==> src/rtl/cache_pkg.sv <==
// Shared definitions for the set-associative data cache.
// Holds the miss-handling state encoding and the helpers that derive the
// address-field and age widths from the cache geometry.
package cache_pkg;

  // Controller states: idle lookup, read fill, write-through, one settle cycle.
  typedef enum logic [1:0] {
    S_IDLE  = 2'd0,
    S_FILL  = 2'd1,
    S_WRITE = 2'd2,
    S_DONE  = 2'd3
  } state_e;

  // Number of address bits that select a set.
  function automatic int set_w_f(input int num_sets);
    return $clog2(num_sets);
  endfunction

  // Tag width: word address (30 bits) minus the set index.
  function automatic int tag_w_f(input int num_sets);
    return 30 - $clog2(num_sets);
  endfunction

  // Age / way-index width; at least one bit even when there is a single way.
  function automatic int age_w_f(input int num_ways);
    return (num_ways > 1) ? $clog2(num_ways) : 1;
  endfunction

endpackage

==> src/rtl/cache_lru.sv <==
// True-LRU bookkeeping for the set-associative cache.
// Each way of each set carries an age; 0 is most recently used and
// NUM_WAYS-1 is least recently used. The ages of a set always form a
// permutation of 0..NUM_WAYS-1.
// Ports:
//   clk, rst     : clock, synchronous active-high reset (ages return to age[s][w] = w)
//   set_i        : set addressed this cycle
//   valid_i      : valid bits of the addressed set (for invalid-way preference)
//   touch_en_i   : mark touch_way_i as most recently used at the clock edge
//   touch_way_i  : way being touched
//   victim_o     : replacement way for the addressed set
module cache_lru
  import cache_pkg::*;
#(
  parameter int NUM_SETS = 4,
  parameter int NUM_WAYS = 2
) (
  input  logic                              clk,
  input  logic                              rst,
  input  logic [set_w_f(NUM_SETS)-1:0]      set_i,
  input  logic [NUM_WAYS-1:0]               valid_i,
  input  logic                              touch_en_i,
  input  logic [age_w_f(NUM_WAYS)-1:0]      touch_way_i,
  output logic [age_w_f(NUM_WAYS)-1:0]      victim_o
);

  localparam int AGE_W = age_w_f(NUM_WAYS);

  logic [AGE_W-1:0] age_q [NUM_SETS][NUM_WAYS];
  logic [AGE_W-1:0] age_d [NUM_SETS][NUM_WAYS];

  logic [AGE_W-1:0] inv_way_s;
  logic             inv_found_s;
  logic [AGE_W-1:0] lru_way_s;

  // Next ages: the touched way becomes youngest, every younger way ages by one.
  always_comb begin
    age_d = age_q;
    if (touch_en_i) begin
      for (int w = 0; w < NUM_WAYS; w++) begin
        if (AGE_W'(w) == touch_way_i) begin
          age_d[set_i][w] = AGE_W'(0);
        end else if (age_q[set_i][w] < age_q[set_i][touch_way_i]) begin
          age_d[set_i][w] = age_q[set_i][w] + AGE_W'(1);
        end else begin
          age_d[set_i][w] = age_q[set_i][w];
        end
      end
    end else begin
      age_d = age_q;
    end
  end

  // Victim: lowest-index invalid way first, otherwise the oldest way.
  always_comb begin
    inv_way_s   = AGE_W'(0);
    inv_found_s = 1'b0;
    lru_way_s   = AGE_W'(0);
    for (int w = 0; w < NUM_WAYS; w++) begin
      inv_way_s   = (!valid_i[w] && !inv_found_s) ? AGE_W'(w) : inv_way_s;
      inv_found_s = inv_found_s | !valid_i[w];
      lru_way_s   = (age_q[set_i][w] == AGE_W'(NUM_WAYS - 1)) ? AGE_W'(w) : lru_way_s;
    end
    victim_o = inv_found_s ? inv_way_s : lru_way_s;
  end

  // Age storage; reset gives way w the age w so ways fill in index order.
  always_ff @(posedge clk) begin
    if (rst) begin
      for (int s = 0; s < NUM_SETS; s++) begin
        for (int w = 0; w < NUM_WAYS; w++) begin
          age_q[s][w] <= AGE_W'(w);
        end
      end
    end else begin
      age_q <= age_d;
    end
  end

endmodule

==> src/rtl/assoc_cache.sv <==
// N-way set-associative, write-through, one-word-line data cache sitting
// between the memory stage and main data memory. Lookups are combinational;
// read misses fill through a request/acknowledge memory port, stores are
// always written through (updating the line only on a hit, no allocation).
// Ports:
//   clk, rst               : clock, synchronous active-high reset
//   MemReadM, MemWriteM    : load / store request (never both high)
//   ALUResultM             : byte address ([1:0] ignored)
//   WriteDataM             : store data
//   Data, Hit              : load data of the matching way (0 on miss), hit flag
//   Stall                  : pipeline freeze while a miss or store is in flight
//   mem_req/mem_we         : memory request (held until mem_ack), 1 = write
//   mem_addr/mem_wdata     : word-aligned address, store data
//   mem_rdata/mem_ack      : fill data, one-cycle acknowledge
module assoc_cache
  import cache_pkg::*;
#(
  parameter int NUM_SETS = 4,
  parameter int NUM_WAYS = 2
) (
  input  logic        clk,
  input  logic        rst,
  input  logic        MemReadM,
  input  logic        MemWriteM,
  input  logic [31:0] ALUResultM,
  input  logic [31:0] WriteDataM,
  output logic [31:0] Data,
  output logic        Hit,
  output logic        Stall,
  output logic        mem_req,
  output logic        mem_we,
  output logic [31:0] mem_addr,
  output logic [31:0] mem_wdata,
  input  logic [31:0] mem_rdata,
  input  logic        mem_ack
);

  localparam int SET_W = set_w_f(NUM_SETS);
  localparam int TAG_W = tag_w_f(NUM_SETS);
  localparam int AGE_W = age_w_f(NUM_WAYS);

  // Line storage
  logic [NUM_WAYS-1:0] valid_q [NUM_SETS];
  logic [NUM_WAYS-1:0] valid_d [NUM_SETS];
  logic [TAG_W-1:0]    tag_q   [NUM_SETS][NUM_WAYS];
  logic [TAG_W-1:0]    tag_d   [NUM_SETS][NUM_WAYS];
  logic [31:0]         data_q  [NUM_SETS][NUM_WAYS];
  logic [31:0]         data_d  [NUM_SETS][NUM_WAYS];

  state_e state_q;
  state_e state_d;

  logic [SET_W-1:0]    set_s;
  logic [TAG_W-1:0]    tag_s;
  logic [NUM_WAYS-1:0] hit_vec_s;
  logic                hit_s;
  logic [AGE_W-1:0]    hit_way_s;
  logic [31:0]         hit_data_s;
  logic                access_s;

  logic                touch_en_s;
  logic [AGE_W-1:0]    touch_way_s;
  logic [AGE_W-1:0]    victim_s;
  logic                wr_en_s;
  logic [AGE_W-1:0]    wr_way_s;
  logic [31:0]         wr_data_s;
  logic                stall_s;

  // Byte-offset bits never reach the array or memory port.
  logic                unused_s;
  assign unused_s = ^ALUResultM[1:0];

  assign set_s    = ALUResultM[SET_W+1:2];
  assign tag_s    = ALUResultM[31:SET_W+2];
  assign access_s = MemReadM | MemWriteM;

  // Tag compare across the addressed set; at most one way can match.
  always_comb begin
    hit_vec_s  = '0;
    hit_way_s  = AGE_W'(0);
    hit_data_s = 32'd0;
    for (int w = 0; w < NUM_WAYS; w++) begin
      hit_vec_s[w] = valid_q[set_s][w] && (tag_q[set_s][w] == tag_s);
      hit_way_s    = hit_vec_s[w] ? AGE_W'(w) : hit_way_s;
      hit_data_s   = hit_data_s | (hit_vec_s[w] ? data_q[set_s][w] : 32'd0);
    end
    hit_s = |hit_vec_s;
  end

  cache_lru #(
    .NUM_SETS (NUM_SETS),
    .NUM_WAYS (NUM_WAYS)
  ) u_lru (
    .clk         (clk),
    .rst         (rst),
    .set_i       (set_s),
    .valid_i     (valid_q[set_s]),
    .touch_en_i  (touch_en_s),
    .touch_way_i (touch_way_s),
    .victim_o    (victim_s)
  );

  // Miss/store controller: next state, line write, LRU touch and stall.
  always_comb begin
    state_d     = state_q;
    touch_en_s  = 1'b0;
    touch_way_s = hit_way_s;
    wr_en_s     = 1'b0;
    wr_way_s    = hit_way_s;
    wr_data_s   = WriteDataM;
    stall_s     = 1'b0;
    case (state_q)
      S_IDLE: begin
        stall_s = access_s && (!hit_s || MemWriteM);
        if (MemReadM) begin
          if (hit_s) begin
            touch_en_s = 1'b1;
            state_d    = S_IDLE;
          end else begin
            state_d    = S_FILL;
          end
        end else if (MemWriteM) begin
          state_d = S_WRITE;
        end else begin
          state_d = S_IDLE;
        end
      end
      S_FILL: begin
        stall_s = 1'b1;
        if (mem_ack) begin
          wr_en_s     = 1'b1;
          wr_way_s    = victim_s;
          wr_data_s   = mem_rdata;
          touch_en_s  = 1'b1;
          touch_way_s = victim_s;
          state_d     = S_DONE;
        end else begin
          state_d = S_FILL;
        end
      end
      S_WRITE: begin
        stall_s = 1'b1;
        if (mem_ack) begin
          // Write-through without allocate: only an existing line is updated.
          wr_en_s    = hit_s;
          touch_en_s = hit_s;
          state_d    = S_DONE;
        end else begin
          state_d = S_WRITE;
        end
      end
      S_DONE: begin
        state_d = S_IDLE;
      end
      default: begin
        state_d = S_IDLE;
      end
    endcase
  end

  // Single write port into the line arrays (fill or write-hit update).
  always_comb begin
    valid_d = valid_q;
    tag_d   = tag_q;
    data_d  = data_q;
    if (wr_en_s) begin
      valid_d[set_s][wr_way_s] = 1'b1;
      tag_d[set_s][wr_way_s]   = tag_s;
      data_d[set_s][wr_way_s]  = wr_data_s;
    end else begin
      data_d = data_q;
    end
  end

  // State and line storage registers.
  always_ff @(posedge clk) begin
    if (rst) begin
      state_q <= S_IDLE;
      for (int s = 0; s < NUM_SETS; s++) begin
        valid_q[s] <= '0;
        for (int w = 0; w < NUM_WAYS; w++) begin
          tag_q[s][w]  <= '0;
          data_q[s][w] <= 32'd0;
        end
      end
    end else begin
      state_q <= state_d;
      valid_q <= valid_d;
      tag_q   <= tag_d;
      data_q  <= data_d;
    end
  end

  assign Data      = hit_data_s;
  assign Hit       = hit_s;
  assign Stall     = stall_s;
  assign mem_req   = (state_q == S_FILL) || (state_q == S_WRITE);
  assign mem_we    = (state_q == S_WRITE);
  assign mem_addr  = {ALUResultM[31:2], 2'b00};
  assign mem_wdata = WriteDataM;

endmodule
==> config.mk <==
export PLATFORM = sky130hd
export DESIGN_NAME = assoc_cache
export DESIGN_NICKNAME = d
export VERILOG_FILES = /design/src/rtl/cache_pkg.sv /design/src/rtl/cache_lru.sv /design/src/rtl/assoc_cache.sv
export SDC_FILE = /design/constraint.sdc
export NUM_CORES = 1
export LEC_CHECK = 0
export ABC_AREA = 1
export CORE_MARGIN = 2
export CORE_UTILIZATION = 53
export CTS_CLUSTER_SIZE = 10
export DETAILED_ROUTE_END_ITERATION = 6
export GPL_ROUTABILITY_DRIVEN = 0
export PLACE_DENSITY = 0.72
export SLEW_MARGIN = 20
export SYNTH_ARGS = -nofsm -noshare
export SYNTH_HDL_FRONTEND = slang
export SYNTH_SLANG_ARGS = --single-unit
==> constraint.sdc <==
create_clock -name clk -period 4.35 [get_ports clk]
set_input_delay 0.87 -clock clk [delete_from_list [all_inputs] [get_ports clk]]
set_output_delay 0.87 -clock clk [all_outputs]
set_load 0.02 [all_outputs]
==> run_results.csv <==
group,metric,value,unit
finish,stdcell_count,4385,
floorplan,die_h,220.8,um
worst_setup_path,cpPeakStageDelay,0.35,ns
worst_setup_path,crit_chain,"buf_4, buf_12, nand2_2, buf_4, nor2_1, a21oi_1, nand2_1, nand2_1, nand2_1, nor2_1, nand2_1, nor2_1, nand2_1, buf_12, buf_4, nand2_2, dlygate4sd2_1",
clock_network,cts_sinks,498,
routing,drcViolationCount,0,
worst_setup_path,startpoint_type,"input port",
power_and_ir_drop,powerDensity,338.9,nW/um^2
worst_setup_path,cp_num_buf_inv,6,
worst_setup_path,cp_top_family,"buffers and inverters",
grt,overflow,0,
finish,final_common_cell,"nand2_1",
routing,dr.pass1.iters,5,
floorplan,fp.dieW,220.8,um
finish,layout_common_cells,"1200 x nand2_1, 498 x dfxtp_1, 434 x a21oi_1",
routing,ant_nets,0,
sta,fmax,234.6,MHz
finish,fillers,4132,
synth,ys_types,29,
floorplan,core_region_area,46460,um^2
routing,wl_per_cell,20.55,um
sta,setup_viol,0,
clock_network,cts_max_level,2,
grt,track_usage,0.3543,
hold_path,min_path_type,"reg2reg",
sta,final.min_clock_period,4.263,ns
synth,synth_area_per_cell,6.719,um^2
place,dpl-instance-area,27940,um^2
routing,vias_per_cell,6.109,
place,dp_hpwl,52.81,mm
synth,yosysSeqAreaShare,0.4001,
finish,layout.nets,3875,
flow_run,maxCapViolCount,0,
floorplan,io_pins,201,
status,status,"finished, final reports clean",
clock_network,cts-hold-fix-buffers,0,
synth,synth-seq-cells,498,
routing,finalWirelength,90.09,mm
worst_setup_path,path_class,"in2out",
finish,area_growth,18.01,%
sta,maxSlewHeadroom,0.2738,
worst_setup_path,path_max_fanout,31,
grt,antenna_found_initial,0,
synth,yosysWarnings,0,
sta,drv_slew,0,
place,dp.cells,4319,
finish,fin_area,29400,um^2
place,pre_cts_ws,-0.4289,ns
power_and_ir_drop,ir_worst_vdd,0.3034,mV
clock_network,cts_tree,"done",
finish,n_antenna_cell,0,
worst_setup_path,slowest_stage,"dlygate4sd2_1",
floorplan,die-area,48760,um^2
clock_network,cts_root_buf,"clkbuf_16",
sta,worst_slack,0.08734,ns
sta,hold_violations,0,
sta,finalCritPeriodShare,0.9799,
floorplan,row_count,79,
sta,skew,0.01934,ns
clock_network,cts.path.max_buffers,3,
power_and_ir_drop,p_leak,11.82,nW
power_and_ir_drop,p_total,9.965,mW
worst_setup_path,crit_path_end_kind,"primary output",
grt,grt_pass1_vias,25467,
routing,first_iter_violations,3215,
sta,tightest_slew,1.089,ns
worst_setup_path,critPathRequiredTime,3.48,ns
routing,vias,26790,
synth,syn-cell-area,24920,um^2
sta,whs,0.4549,ns
synth,netlist_instances,3708,
worst_setup_path,crit_arrival,3.39,ns
clock_network,clk-insertion-delay-late,0.63,ns
place,io_buffers,196,
sta,rsz0062_at_grt,"false",
worst_setup_path,path_common_cell,"nand2_1",
clock_network,clk_pin_slew,0.05,ns
grt,grt_pass1_wl,140.1,mm
finish,post_route_cells_drive_above_1_share,0.09158,
clock_network,cts_buffers,56,
grt,grt_max_degree,218,
floorplan,initial_core_util,0.5363,
==> tightest hold or removal path: stages, from the launching register on <==
cell and delay (ns):
dfxtp_1 0.31, inv_1 0.05, a21oi_1 0.05
==> metrics by stage <==
stage | util | TNS (ns)
2_1_floorplan | - | 0
3_3_place_gp | 0.6013 | -10.51
3_5_place_dp | 0.6013 | -10.34
4_1_cts | 0.6332 | -0.001870
5_1_grt | 0.6329 | 0
6_report | 0.6329 | 0
==> cell usage after synthesis <==
library cell / n / area share
buf_1: 24 / 0.0036
a22oi_1: 31 / 0.0093
clkinv_1: 4 / 0.00060
nand4_1: 388 / 0.097
o22ai_1: 33 / 0.0083
inv_2: 3 / 0.00045
o21ai_0: 66 / 0.013
mux2i_1: 20 / 0.0080
nand2_2: 5 / 0.0013
nor3_1: 4 / 0.00080
nand3_1: 77 / 0.015
buf_6: 4 / 0.0018
nor2_4: 2 / 0.00090
a22o_1: 19 / 0.0067
o21ai_1: 11 / 0.0022
a21oi_1: 435 / 0.087
nor2_1: 263 / 0.040
a221oi_1: 35 / 0.012
nand3b_1: 1 / 0.00030
buf_2: 65 / 0.013
nand2_1: 1203 / 0.18
nor2_2: 2 / 0.00050
inv_1: 192 / 0.029
nand3_2: 2 / 0.00080
conb_1: 1 / 0.00015
buf_4: 105 / 0.032
ha_1: 4 / 0.0020
dfxtp_1: 498 / 0.40
clkbuf_1: 211 / 0.032
==> power by group <==
part           internal, mW  switching [mW]  leakage [nW]  total, mW
sequential             4.58         0.00917          4.01       4.59
clock                  2.35            1.83         0.730       4.18
combinational         0.339           0.855          7.08       1.19
total                  7.27            2.70          11.8       9.97
==> logic make-up (layout without fill, tap and decap cells) <==
| group | count (synthesis) | in the layout | synth area share |
|---|---|---|---|
| other cells | 1 | 2 | 0.0001505 |
| mux | 20 | 20 | 0.008035 |
| compound gates | 630 | 630 | 0.1395 |
| flops | 498 | 498 | 0.4001 |
| simple gates | 1947 | 1947 | 0.3383 |
| buf+inv | 608 | 677 | 0.1119 |
| fa+ha+maj | 4 | 4 | 0.002009 |
==> sequential cells by signal, indices dropped and copies added, names as in the netlist <==
name / count
valid_q: 8
tag_q: 224
u_lru.age_q: 8
data_q: 256
state_q: 2
==> area by class of cell <==
type,count,area [um^2],area share
clock buffer,63,1438,0.04890
clock inverter,3,55.05,0.001872
inverter,199,750.7,0.02553
multi-input combinational,2603,12400,0.4219
sequential,498,9970,0.3391
tap,607,759.5,0.02583
timing repair buffer,412,4025,0.1369
==> worst paths after layout <==
kind / from / endpoint / slack, ns / depth (start not counted)
max: ALUResultM[2] / Hit / 0.09 / 17
min: valid_q[0]$_SDFFE_PP0P_ / valid_q[0]$_SDFFE_PP0P_ / 0.45 / 2
min reg2reg: valid_q[0]$_SDFFE_PP0P_ / valid_q[0]$_SDFFE_PP0P_ / 0.45 / 2
max reg2reg: tag_q[88]$_SDFFE_PP0P_ / data_q[196]$_SDFFE_PP0P_ / 1.09 / 20
==> timing repair <==
item / 4_1_cts / 5_1_grt
gates resized for setup: 39 / 59
setup endpoints to repair: 32 / 34
setup buffers: 0 / 0
pin swaps: 0 / 1
==> layer usage <==
layer / global-route usage / wire length (um)
met2: 0.5890 / 41810
met5: 0 / 0
met4: 0.2148 / 5566
met3: 0.05285 / 8392
met1: 0.4341 / 34320
(Power assumes the default switching activity.)
